--- config.mk ---
export PLATFORM = sky130hd
export DESIGN_NAME = mem_arbiter_flat
export DESIGN_NICKNAME = d
export VERILOG_FILES = /design/src/rtl/mem_arbiter_if.sv /design/src/rtl/mem_arbiter.sv /design/src/flat_wrapper.sv
export SDC_FILE = /design/constraint.sdc
export NUM_CORES = 1
export LEC_CHECK = 0
export ABC_AREA = 1
export ABC_CLOCK_PERIOD_IN_PS = 2400
export BUFFER_PORTS_ARGS = -buffer_cell sky130_fd_sc_hd__buf_2
export CORE_MARGIN = 4
export CORE_UTILIZATION = 42
export CTS_BUF_LIST = sky130_fd_sc_hd__clkbuf_8
export CTS_CLUSTER_SIZE = 25
export DETAILED_ROUTE_END_ITERATION = 7
export PLACE_DENSITY = 0.82
export SETUP_SLACK_MARGIN = 0.15
export SLEW_MARGIN = 20
export SYNTH_ARGS = -nofsm -noshare
export SYNTH_HDL_FRONTEND = slang
export SYNTH_SLANG_ARGS = --single-unit
--- constraint.sdc ---
create_clock -name clk -period 2.4 [get_ports clk]
set_input_delay 0.72 -clock clk [delete_from_list [all_inputs] [get_ports clk]]
set_output_delay 0.72 -clock clk [all_outputs]
set_load 0.03 [all_outputs]
--- src/rtl/mem_arbiter_if.sv ---
// rtl/mem_arbiter_if.sv - pipeline and RAM signal bundle for the shared memory arbiter
interface mem_arbiter_if;
    // fetch side
    logic        if_req;
    logic [15:0] if_addr;
    logic        if_flush;
    logic        imem_r;
    logic [15:0] instr;
    // MEM stage side
    logic        mem_req;
    logic [1:0]  mem_we;
    logic [15:0] mem_addr;
    logic [15:0] mem_wdata;
    logic        dmem_r;
    logic [15:0] dmem_rdata;
    logic        mem_stall;
    // RAM side
    logic        ram_en;
    logic [1:0]  ram_we;
    logic [15:0] ram_addr;
    logic [15:0] ram_wdata;
    logic [15:0] ram_rdata;

    // arbiter view
    modport slave (
        input  if_req, if_addr, if_flush,
        input  mem_req, mem_we, mem_addr, mem_wdata,
        input  ram_rdata,
        output imem_r, instr,
        output dmem_r, dmem_rdata, mem_stall,
        output ram_en, ram_we, ram_addr, ram_wdata
    );

    // pipeline / RAM model view
    modport master (
        output if_req, if_addr, if_flush,
        output mem_req, mem_we, mem_addr, mem_wdata,
        output ram_rdata,
        input  imem_r, instr,
        input  dmem_r, dmem_rdata, mem_stall,
        input  ram_en, ram_we, ram_addr, ram_wdata
    );
endinterface

--- src/rtl/mem_arbiter.sv ---
// rtl/mem_arbiter.sv - fixed-priority arbiter sharing one multi-cycle RAM between fetch and MEM
module mem_arbiter #(
    parameter int MEM_LATENCY = 5,
    parameter int CNT_W       = 3
) (
    input  logic          clk,
    input  logic          reset,
    mem_arbiter_if.slave  bus
);

    typedef enum logic [1:0] {
        IDLE     = 2'd0,
        IF_BUSY  = 2'd1,
        MEM_BUSY = 2'd2
    } state_t;

    localparam logic [CNT_W-1:0] CNT_INIT = CNT_W'(MEM_LATENCY - 1);

    state_t           state;
    state_t           state_next;
    logic [CNT_W-1:0] cnt;
    logic [1:0]       we_q;
    logic             grant_mem;
    logic             grant_if;
    logic             last;

    assign last = (cnt == '0);

    // next-state: MEM has fixed priority in IDLE; flush only cancels fetch accesses
    always_comb begin
        state_next = state;
        grant_mem  = 1'b0;
        grant_if   = 1'b0;
        case (state)
            IDLE: begin
                if (bus.mem_req) begin
                    grant_mem  = 1'b1;
                    state_next = MEM_BUSY;
                end else if (bus.if_req && !bus.if_flush) begin
                    grant_if   = 1'b1;
                    state_next = IF_BUSY;
                end
            end
            IF_BUSY: begin
                if (bus.if_flush || last) begin
                    state_next = IDLE;
                end
            end
            MEM_BUSY: begin
                if (last) begin
                    state_next = IDLE;
                end
            end
            default: state_next = IDLE;
        endcase
    end

    // state register
    always_ff @(posedge clk or posedge reset) begin
        if (reset) begin
            state <= IDLE;
        end else begin
            state <= state_next;
        end
    end

    // latency counter: loaded on grant, counts down to the ready cycle
    always_ff @(posedge clk or posedge reset) begin
        if (reset) begin
            cnt <= '0;
        end else if (grant_mem || grant_if) begin
            cnt <= CNT_INIT;
        end else if (state_next == IDLE) begin
            cnt <= '0;
        end else if (!last) begin
            cnt <= cnt - 1'b1;
        end
    end

    // access registers: captured at the grant edge and held for the whole access
    always_ff @(posedge clk or posedge reset) begin
        if (reset) begin
            bus.ram_addr  <= '0;
            bus.ram_wdata <= '0;
            we_q          <= '0;
        end else if (grant_mem) begin
            bus.ram_addr  <= bus.mem_addr;
            bus.ram_wdata <= bus.mem_wdata;
            we_q          <= bus.mem_we;
        end else if (grant_if) begin
            bus.ram_addr  <= bus.if_addr;
            bus.ram_wdata <= '0;
            we_q          <= '0;
        end
    end

    // outputs decoded from state; reset clears state so they drop asynchronously
    always_comb begin
        bus.ram_en     = (state != IDLE);
        bus.ram_we     = (state == MEM_BUSY) ? we_q : 2'b00;
        bus.imem_r     = (state == IF_BUSY) && last && !bus.if_flush;
        bus.dmem_r     = (state == MEM_BUSY) && last;
        bus.instr      = bus.imem_r ? bus.ram_rdata : 16'h0000;
        bus.dmem_rdata = (bus.dmem_r && (we_q == 2'b00)) ? bus.ram_rdata : 16'h0000;
        bus.mem_stall  = bus.mem_req && !bus.dmem_r && !reset;
    end

endmodule

--- src/flat_wrapper.sv ---
// flat-port wrapper written by rule: the top's interface ports become plain ports
module mem_arbiter_flat 
#(
    parameter int MEM_LATENCY = 5,
    parameter int CNT_W       = 3
)
  (clk, reset, bus_if_req, bus_if_addr, bus_if_flush, bus_mem_req, bus_mem_we, bus_mem_addr, bus_mem_wdata, bus_ram_rdata, bus_imem_r, bus_instr, bus_dmem_r, bus_dmem_rdata, bus_mem_stall, bus_ram_en, bus_ram_we, bus_ram_addr, bus_ram_wdata);
  mem_arbiter_if bus_i ();
  input  logic clk;
  input  logic reset;
  input wire logic [$bits(bus_i.if_req)-1:0] bus_if_req;
  input wire logic [$bits(bus_i.if_addr)-1:0] bus_if_addr;
  input wire logic [$bits(bus_i.if_flush)-1:0] bus_if_flush;
  input wire logic [$bits(bus_i.mem_req)-1:0] bus_mem_req;
  input wire logic [$bits(bus_i.mem_we)-1:0] bus_mem_we;
  input wire logic [$bits(bus_i.mem_addr)-1:0] bus_mem_addr;
  input wire logic [$bits(bus_i.mem_wdata)-1:0] bus_mem_wdata;
  input wire logic [$bits(bus_i.ram_rdata)-1:0] bus_ram_rdata;
  output wire logic [$bits(bus_i.imem_r)-1:0] bus_imem_r;
  output wire logic [$bits(bus_i.instr)-1:0] bus_instr;
  output wire logic [$bits(bus_i.dmem_r)-1:0] bus_dmem_r;
  output wire logic [$bits(bus_i.dmem_rdata)-1:0] bus_dmem_rdata;
  output wire logic [$bits(bus_i.mem_stall)-1:0] bus_mem_stall;
  output wire logic [$bits(bus_i.ram_en)-1:0] bus_ram_en;
  output wire logic [$bits(bus_i.ram_we)-1:0] bus_ram_we;
  output wire logic [$bits(bus_i.ram_addr)-1:0] bus_ram_addr;
  output wire logic [$bits(bus_i.ram_wdata)-1:0] bus_ram_wdata;
  assign bus_i.if_req = bus_if_req;
  assign bus_i.if_addr = bus_if_addr;
  assign bus_i.if_flush = bus_if_flush;
  assign bus_i.mem_req = bus_mem_req;
  assign bus_i.mem_we = bus_mem_we;
  assign bus_i.mem_addr = bus_mem_addr;
  assign bus_i.mem_wdata = bus_mem_wdata;
  assign bus_i.ram_rdata = bus_ram_rdata;
  assign bus_imem_r = bus_i.imem_r;
  assign bus_instr = bus_i.instr;
  assign bus_dmem_r = bus_i.dmem_r;
  assign bus_dmem_rdata = bus_i.dmem_rdata;
  assign bus_mem_stall = bus_i.mem_stall;
  assign bus_ram_en = bus_i.ram_en;
  assign bus_ram_we = bus_i.ram_we;
  assign bus_ram_addr = bus_i.ram_addr;
  assign bus_ram_wdata = bus_i.ram_wdata;
  mem_arbiter #(.MEM_LATENCY(MEM_LATENCY), .CNT_W(CNT_W)) u_core (.clk(clk), .reset(reset), .bus(bus_i));
endmodule
==> impl_metrics.sql, run 1 <==
INSERT INTO impl_metrics (metric_group, metric, value, unit) VALUES
('outcome', 'outcome', 'finished clean', ''),
('drt', 'dr_total_vias', '2181', ''),
('logic_synthesis', 'synthesis.nets', '333', ''),
('clock_tree', 'clock_tree.buffer_depth', '2', ''),
('placed_design', 'gp_congestion', '0.8177', ''),
('setup_path', 'r2r_slack', '0.78', 'ns'),
('setup_path', 'worst_path_max_delay_cell', 'dfrtp_1', ''),
('clock_tree', 'clkSinkCount', '39', ''),
('power', 'power.static_leakage', '0.001817', 'uW'),
('clock_tree', 'clk_latency', '0.29', 'ns'),
('setup_path', 'crit_arrival', '1.61', 'ns'),
('logic_synthesis', 'ys_async_sr_fraction', '100.0', '%'),
('timing', 'tightestPinTransition', '0.5248', 'ns'),
('setup_path', 'start_kind', 'flop', ''),
('timing', 'finalMaxSlewViolations', '0', ''),
('timing', 'period_minus_slack', '2.326', 'ns'),
('logic_synthesis', 'synth.yosys.warnings', '0', ''),
('placed_design', 'placement.cell_area', '2816', 'sq um'),
('timing', 'timing.final.setup_violations', '0', ''),
('drt', 'via_per_inst', '4.741', ''),
('drt', 'initialDrtViolationCount', '60', ''),
('global_routing', 'track_usage', '20.34', '%'),
('floorplanning', 'top_level_ports', '141', ''),
('power', 'cellPowerDensity', '1219', 'nW/um^2'),
('floorplanning', 'die_width', '76.61', 'microns'),
('setup_path', 'critPathTopFamily', 'buffers and inverters', ''),
('setup_path', 'endpoint_of_the_worst_register_to_register_path', 'u_core.bus.ram_addr[14]', ''),
('hold_path', 'hold-path-endpoint', 'u_core.bus.ram_wdata[8]', ''),
('final_layout', 'commonest_non_fill_non_tap_cell_in_the_layout', 'buf_2', ''),
('setup_path', 'path_cells', 'inv_2 > ha_4 > nand2_4 > nor2_4 > nand3_4 > buf_12 > nor2_4 > buf_6', ''),
('logic_synthesis', 'synthesis.area', '1977', 'sq um'),
('logic_synthesis', 'postSynthAreaPerCell', '7.603', 'sq um'),
('logic_synthesis', 'synth-main-ff-cell', 'dfrtp_1', ''),
('setup_path', 'largest_fanout_of_any_net_on_the_critical_path', '6', ''),
('hold_path', 'worst_hold_path.num_cells', '2', ''),
('global_routing', 'via_count_of_the_first_global_routing_pass', '1987', ''),
('clock_tree', 'htree_levels', '2', ''),
('hold_path', 'hp-start', 'u_core.bus.ram_wdata[8]', ''),
('drt', 'postRouteWirelength', '6334', 'microns'),
('logic_synthesis', 'yosys_register_bits', '39', ''),
('drt', 'mean_routed_wirelength_per_cell', '13.77', 'microns'),
('timing', 'fmaxAchievable', '430.0', 'MHz'),
('setup_path', 'worst_path_most_repeated_cell', 'nor2_4', ''),
('setup_path', 'worstSetupPathType', 'reg2out', ''),
('setup_path', 'timing.reg2reg.worst_path_depth', '6', ''),
('placed_design', 'dp_hpwl', '4502', 'microns'),
('timing', 'grt_setup_unrepaired', 'true', ''),
('logic_synthesis', 'number_of_flops_mapped_to_enable_cells_by_yosys', '0', ''),
('floorplanning', 'floorplan.die_area', '5868', 'sq um'),
('clock_tree', 'cts_tree', 'yes', ''),
('job', 'cap_viol_max_count', '0', ''),
('clock_tree', 'hold_bufs_inserted_after_cts', '0', ''),
('global_routing', 'grt_pass1_wl', '9646', 'microns'),
('power', 'irDropWorstVdd', '0.6375', 'mV'),
('global_routing', 'initial_antenna_violation_count', '0', ''),
('final_layout', 'fin_nets', '480', ''),
('timing', 'max_slew_margin', '64.96', '%'),
('final_layout', 'area_delta_synth_final', '60.57', '%'),
('placed_design', 'io_buffers', '140', ''),
('final_layout', 'design_area', '3174', 'sq um'),
('floorplanning', 'floorplan.core_area', '4444', 'sq um'),
('timing', 'skew', '0.01259', 'ns'),
('timing', 'post-route-worst-setup-slack', '0.07449', 'ns'),
('logic_synthesis', 'ys_types', '20', ''),
('clock_tree', 'path_clk_slew', '0.08', 'ns'),
('final_layout', 'num_antenna_cells', '0', ''),
('logic_synthesis', 'seq_area_frac_synth', '49.37', '%'),
('power', 'total_power', '3869', 'uW'),
('drt', 'dr_pass1_iterations', '4', ''),
('floorplanning', 'floorplan.die.height', '76.61', 'microns'),
('timing', 'fin_crit_sh', '96.90', '%');
## layer usage
layer	vias to the layer above	track usage, %	wire length, microns	part of all wire [%]
met5	-	0	0	0
met4	0	4.891	102	1.6
met3	9	5.083	515	8.1
met2	121	35.15	3042	48
met1	974	25.45	2674	42
li1	1077	-	-	-
## kinds of logic (layout without fill, tap and decap cells)
family	count (synthesis)	count (layout)	synth area share, %
AOI/OAI and AO/OA	37	37	9.494
xor gates and xnor gates	2	2	0.8862
adders and majority gates	2	2	1.266
buffers and inverters	43	191	10.06
DFF	39	39	49.37
and+or+nand+nor	137	137	28.92
## repair_timing
action	4_1_cts	5_1_grt
resized for setup	42	38
setup endpoints to repair	33	33
buffers inserted	4	0
gates cloned	1	0
endpoints found under the hold margin	0	0
pin swaps	5	5
## Yosys cell counts, types with 3 or more instances
cell type	n	area share (%)
o21ai_1	12	3.0
inv_1	30	5.7
nand3_1	3	0.76
buf_2	7	1.8
o21ai_0	24	6.1
nor2_1	54	10
nand2_1	73	14
dfrtp_1	39	49
## report_power, final
group	internal (uW)	switching, uW	leakage [uW]	total, uW
clock	231	225	0.0000526	456
sequential	969	181	0.000486	1150
combinational	727	1540	0.00128	2260
total	1930	1940	0.00182	3870
## worst reg2reg max path, cell delays in order, from the launching register on
cell and delay [ns]:
dfrtp_1 0.45, nor2_4 0.07, nand2_4 0.19, nand2_4 0.18
inv_2 0.44, nand2_1 0.09, o21ai_0 0.11
## state kept, by name, indices dropped and copies added (netlist names)
signal	count
u_core.bus.ram_addr	16
u_core.bus.ram_wdata	16
u_core.cnt	3
u_core.state	2
u_core.we_q	2
## metrics by stage
step / utilization (%) / std cells
4_1_cts: 69.90 / 460
3_5_place_dp: 63.37 / 447
6_report: 71.42 / 460
2_1_floorplan: - / 260
5_1_grt: 71.42 / 460
3_3_place_gp: 63.37 / 447
## layout make-up
class	instances	area, sq um
inverters	32	120.1
fillers	325	1270
repair buffers	151	963.4
clock inverters	2	12.51
well taps	52	65.06
multi-input cells	178	954.7
flip-flops and latches	39	975.9
clock buffers	6	82.58
## how the worst max path moves through the flow
stage                   from                  to
6_report       u_core.cnt[1]  bus_dmem_rdata[10]
5_1_grt        u_core.cnt[1]  bus_dmem_rdata[15]
4_1_cts        u_core.cnt[0]   bus_dmem_rdata[5]
3_5_place_dp   u_core.cnt[0]   bus_dmem_rdata[5]
3_3_place_gp   u_core.cnt[0]   bus_dmem_rdata[5]
2_1_floorplan   bus_if_flush       bus_instr[10]
Note: power is estimated with default switching activity, not from simulation.
==> run 2: changes to the inputs <==
--- a/config.mk
+++ b/config.mk
@@ -5,15 +5,14 @@
 export SDC_FILE = /design/constraint.sdc
 export NUM_CORES = 1
 export LEC_CHECK = 0
-export ABC_AREA = 1
 export ABC_CLOCK_PERIOD_IN_PS = 2400
 export BUFFER_PORTS_ARGS = -buffer_cell sky130_fd_sc_hd__buf_2
 export CORE_MARGIN = 4
-export CORE_UTILIZATION = 42
+export CORE_UTILIZATION = 43
 export CTS_BUF_LIST = sky130_fd_sc_hd__clkbuf_8
 export CTS_CLUSTER_SIZE = 25
 export DETAILED_ROUTE_END_ITERATION = 7
-export PLACE_DENSITY = 0.82
+export PLACE_DENSITY = 0.83
 export SETUP_SLACK_MARGIN = 0.15
 export SLEW_MARGIN = 20
 export SYNTH_ARGS = -nofsm -noshare
==> constraint.sdc (replaced) <==
create_clock -name clk -period 2.4 [get_ports clk]
set_input_delay 0.72 -clock clk [delete_from_list [all_inputs] [get_ports clk]]
set_output_delay 0.72 -clock clk [all_outputs]
set_load 0.1 [all_outputs]
==> impl_metrics.sql, run 2 <==
INSERT INTO impl_metrics (metric_group, metric, value, unit) VALUES
('setup_path', 'largest_fanout_of_any_net_on_the_critical_path', '17', ''),
('logic_synthesis', 'synthesis.area', '2033', 'sq um'),
('placed_design', 'placement.cell_area', '3447', 'sq um'),
('final_layout', 'fill_cells', '236', ''),
('drt', 'detail_route.wirelength.met1', '2303', 'microns'),
('timing', 'timing.final.setup_violations', '33', ''),
('drt', 'via_per_inst', '5.142', ''),
('floorplanning', 'initial_core_util', '45.44', '%'),
('logic_synthesis', 'postSynthAreaPerCell', '12.40', 'sq um'),
('logic_synthesis', 'ys_async_sr_fraction', '100.0', '%'),
('logic_synthesis', 'synthesis.nets', '237', ''),
('setup_path', 'timing.reg2reg.worst_path_depth', '5', ''),
('timing', 'skew', '0.003771', 'ns'),
('floorplanning', 'floorplan.die.height', '76.77', 'microns'),
('clock_tree', 'clock_tree.buffer_depth', '2', ''),
('timing', 'max_slew_margin', '67.34', '%'),
('outcome', 'violations', 'setup timing', ''),
('final_layout', 'commonest_non_fill_non_tap_cell_in_the_layout', 'buf_2', ''),
('setup_path', 'worst_path_most_repeated_cell', 'buf_12', ''),
('logic_synthesis', 'synth_common_cells', 'dfrtp_1, and2_1, mux2_2', ''),
('timing', 'finalMaxSlewViolations', '0', ''),
('clock_tree', 'clk_latency', '0.28', 'ns'),
('logic_synthesis', 'synthDominantAreaCellType', 'dfrtp_1', ''),
('drt', 'ant_nets', '0', ''),
('final_layout', 'post_route_cells_drive_above_1_share', '74.69', '%'),
('timing', 'tightestPinTransition', '0.4933', 'ns'),
('drt', 'postRouteWirelength', '5926', 'microns'),
('job', 'cap_viol_max_count', '0', ''),
('final_layout', 'layout_common_cells', 'buf_2, dfrtp_1, buf_12', ''),
('hold_path', 'worst_hold_path.num_cells', '1', ''),
('drt', 'route.detailed.drc', '0', ''),
('timing', 'post-route-worst-setup-slack', '-0.1439', 'ns'),
('floorplanning', 'floorplan.core_area', '4474', 'sq um'),
('drt', 'dr_total_vias', '1913', ''),
('setup_path', 'worstSetupPathType', 'in2out', ''),
('setup_path', 'r2r_slack', '0.59', 'ns'),
('logic_synthesis', 'ys_types', '27', ''),
('final_layout', 'biggestRegsByFlops', 'u_core.bus.ram_addr (16), u_core.bus.ram_wdata (16), u_core.cnt (3)', ''),
('logic_synthesis', 'number_of_flops_mapped_to_enable_cells_by_yosys', '0', ''),
('timing', 'setup_tns', '-2.545', 'ns'),
('logic_synthesis', 'yosys.area.top_type_share', '48.00', '%'),
('placed_design', 'gp_congestion', '0.7075', ''),
('logic_synthesis', 'syn-instance-count', '164', ''),
('hold_path', 'hp-class', 'reg2reg', ''),
('clock_tree', 'cts_tree', 'yes', ''),
('clock_tree', 'number_of_cts_inserted_buffers', '5', ''),
('setup_path', 'critical_path.max_stage_delay', '0.39', 'ns'),
('placed_design', 'io_buffers', '140', ''),
('setup_path', 'timing.critical_path.to_type', 'primary output', ''),
('drt', 'dr_wl_met3', '566', 'microns'),
('final_layout', 'design_area', '3691', 'sq um'),
('timing', 'fin_crit_sh', '106.0', '%'),
('timing', 'period_minus_slack', '2.544', 'ns'),
('final_layout', 'area_delta_synth_final', '81.54', '%'),
('timing', 'grt_setup_unrepaired', 'true', ''),
('setup_path', 'start_kind', 'input pin', ''),
('clock_tree', 'clkSinkCount', '39', ''),
('global_routing', 'via_count_of_the_first_global_routing_pass', '2057', ''),
('timing', 'finalHoldViolCount', '0', ''),
('clock_tree', 'htree_levels', '2', ''),
('logic_synthesis', 'yosys_register_bits', '39', ''),
('setup_path', 'crit_arrival', '1.82', 'ns'),
('clock_tree', 'path_clk_slew', '0.07', 'ns'),
('global_routing', 'largest_net_degree_at_the_start_of_global_routing', '40', ''),
('drt', 'mean_routed_wirelength_per_cell', '15.93', 'microns'),
('floorplanning', 'die_width', '76.77', 'microns'),
('final_layout', 'num_antenna_cells', '0', ''),
('floorplanning', 'floorplan.die_area', '5893', 'sq um'),
('global_routing', 'grt-ovfl-total', '0', ''),
('global_routing', 'track_usage', '20.52', '%'),
('timing', 'fmaxAchievable', '393.1', 'MHz'),
('final_layout', 'layout.area.seq', '975.9', 'sq um'),
('drt', 'dr_pass1_iterations', '4', ''),
('setup_path', 'critical_path_rt', '1.68', 'ns'),
('final_layout', 'fin_nets', '393', ''),
('logic_synthesis', 'synth.most_common_cell', 'dfrtp_1', ''),
('setup_path', 'path_cells', 'buf_6 > or3b_4 > nor2_4 > buf_12 > and2_2 > buf_12', ''),
('logic_synthesis', 'synth-main-ff-cell', 'dfrtp_1', ''),
('logic_synthesis', 'synth.yosys.warnings', '0', ''),
('outcome', 'outcome', 'finished with violations', ''),
('drt', 'maxUsedRoutingLayer', 'met4', ''),
('global_routing', 'initial_antenna_violation_count', '0', ''),
('floorplanning', 'top_level_ports', '141', ''),
('drt', 'met2_wirelength', '3031', 'microns'),
('setup_path', 'worst_path_max_delay_cell', 'or3b_4', ''),
('logic_synthesis', 'netlist_top_cells_area', 'dfrtp_1, mux2_2, and2_1, a22o_1, mux2_4', ''),
('final_layout', 'multi_input_area', '1086', 'sq um'),
('placed_design', 'dp_hpwl', '4611', 'microns'),
('drt', 'initialDrtViolationCount', '31', ''),
('floorplanning', 'rows', '24', ''),
('clock_tree', 'cts_root_buf', 'clkbuf_8', ''),
('global_routing', 'grt_pass1_wl', '9804', 'microns'),
('logic_synthesis', 'seq_area_frac_synth', '48.00', '%');
-- run 2: through the flow --
step                util (%)  setup WS, ns  instances  hold WS [ns]
floorplan                  -       -0.1571        164        0.4101
global placement       77.04       -0.1420        356        0.4232
detailed placement     77.04       -0.1707        356        0.4373
CTS                    81.68       -0.1156        369        0.4682
global route           82.49       -0.1792        372        0.4997
finish                 82.49       -0.1439        372        0.4729
-- run 2: worst max-delay path: cells and delay by family --
kind | cells | cell delay, ns
and+or+nand+nor | 3 | 0.68
buffers and inverters | 3 | 0.40
-- run 2: final timing paths --
kind,from,endpoint
worst min-delay path,u_core.cnt[0],u_core.cnt[0]
worst max-delay path,bus_if_flush,bus_instr[2]
worst min register to register,u_core.cnt[0],u_core.cnt[0]
max in group asynchronous,reset,u_core.bus.ram_wdata[15]
worst max register to register,u_core.state[0],u_core.bus.ram_addr[2]
min in group asynchronous,reset,u_core.state[1]
-- run 2: final cells by class --
| class | instances | share of cell area, % |
|---|---|---|
| Clock buffer | 5 | 1.864 |
| Multi-Input combinational cell | 111 | 29.42 |
| Timing Repair Buffer | 159 | 39.08 |
| Tap cell | 52 | 1.763 |
| Inverter | 4 | 0.4068 |
| Clock inverter | 2 | 1.017 |
| Sequential cell | 39 | 26.44 |
-- run 2: metal layers --
metal	GRT usage (%)	up-vias
met2	36.85	116
met3	5.269	2
met1	24.83	911
met5	0	-
li1	-	884
met4	3.804	0
-- run 2: cell families (layout without fill, tap and decap cells) --
family / count (synthesis) / count (layout) / synth area share [%]
flip-flops: 39 / 39 / 48.00
buffers and inverters: 14 / 170 / 4.923
adder cells (fa/ha/maj): 2 / 2 / 1.231
AO/OA/AOI/OAI: 24 / 24 / 10.15
AND/OR/NAND/NOR: 54 / 54 / 17.42
multiplexers: 31 / 31 / 18.28
-- run 2: timing repair --
action                     4_1_cts  5_1_grt
hold buffers                     0        0
cloned                           1        0
setup endpoints to repair       34       37
resized for setup               16        7
buffers inserted                 5        3
pin swaps                       13        4
Power of run 2 is not shown: default switching activity piles up to over one toggle a cycle in this logic, so the estimate is an artifact.
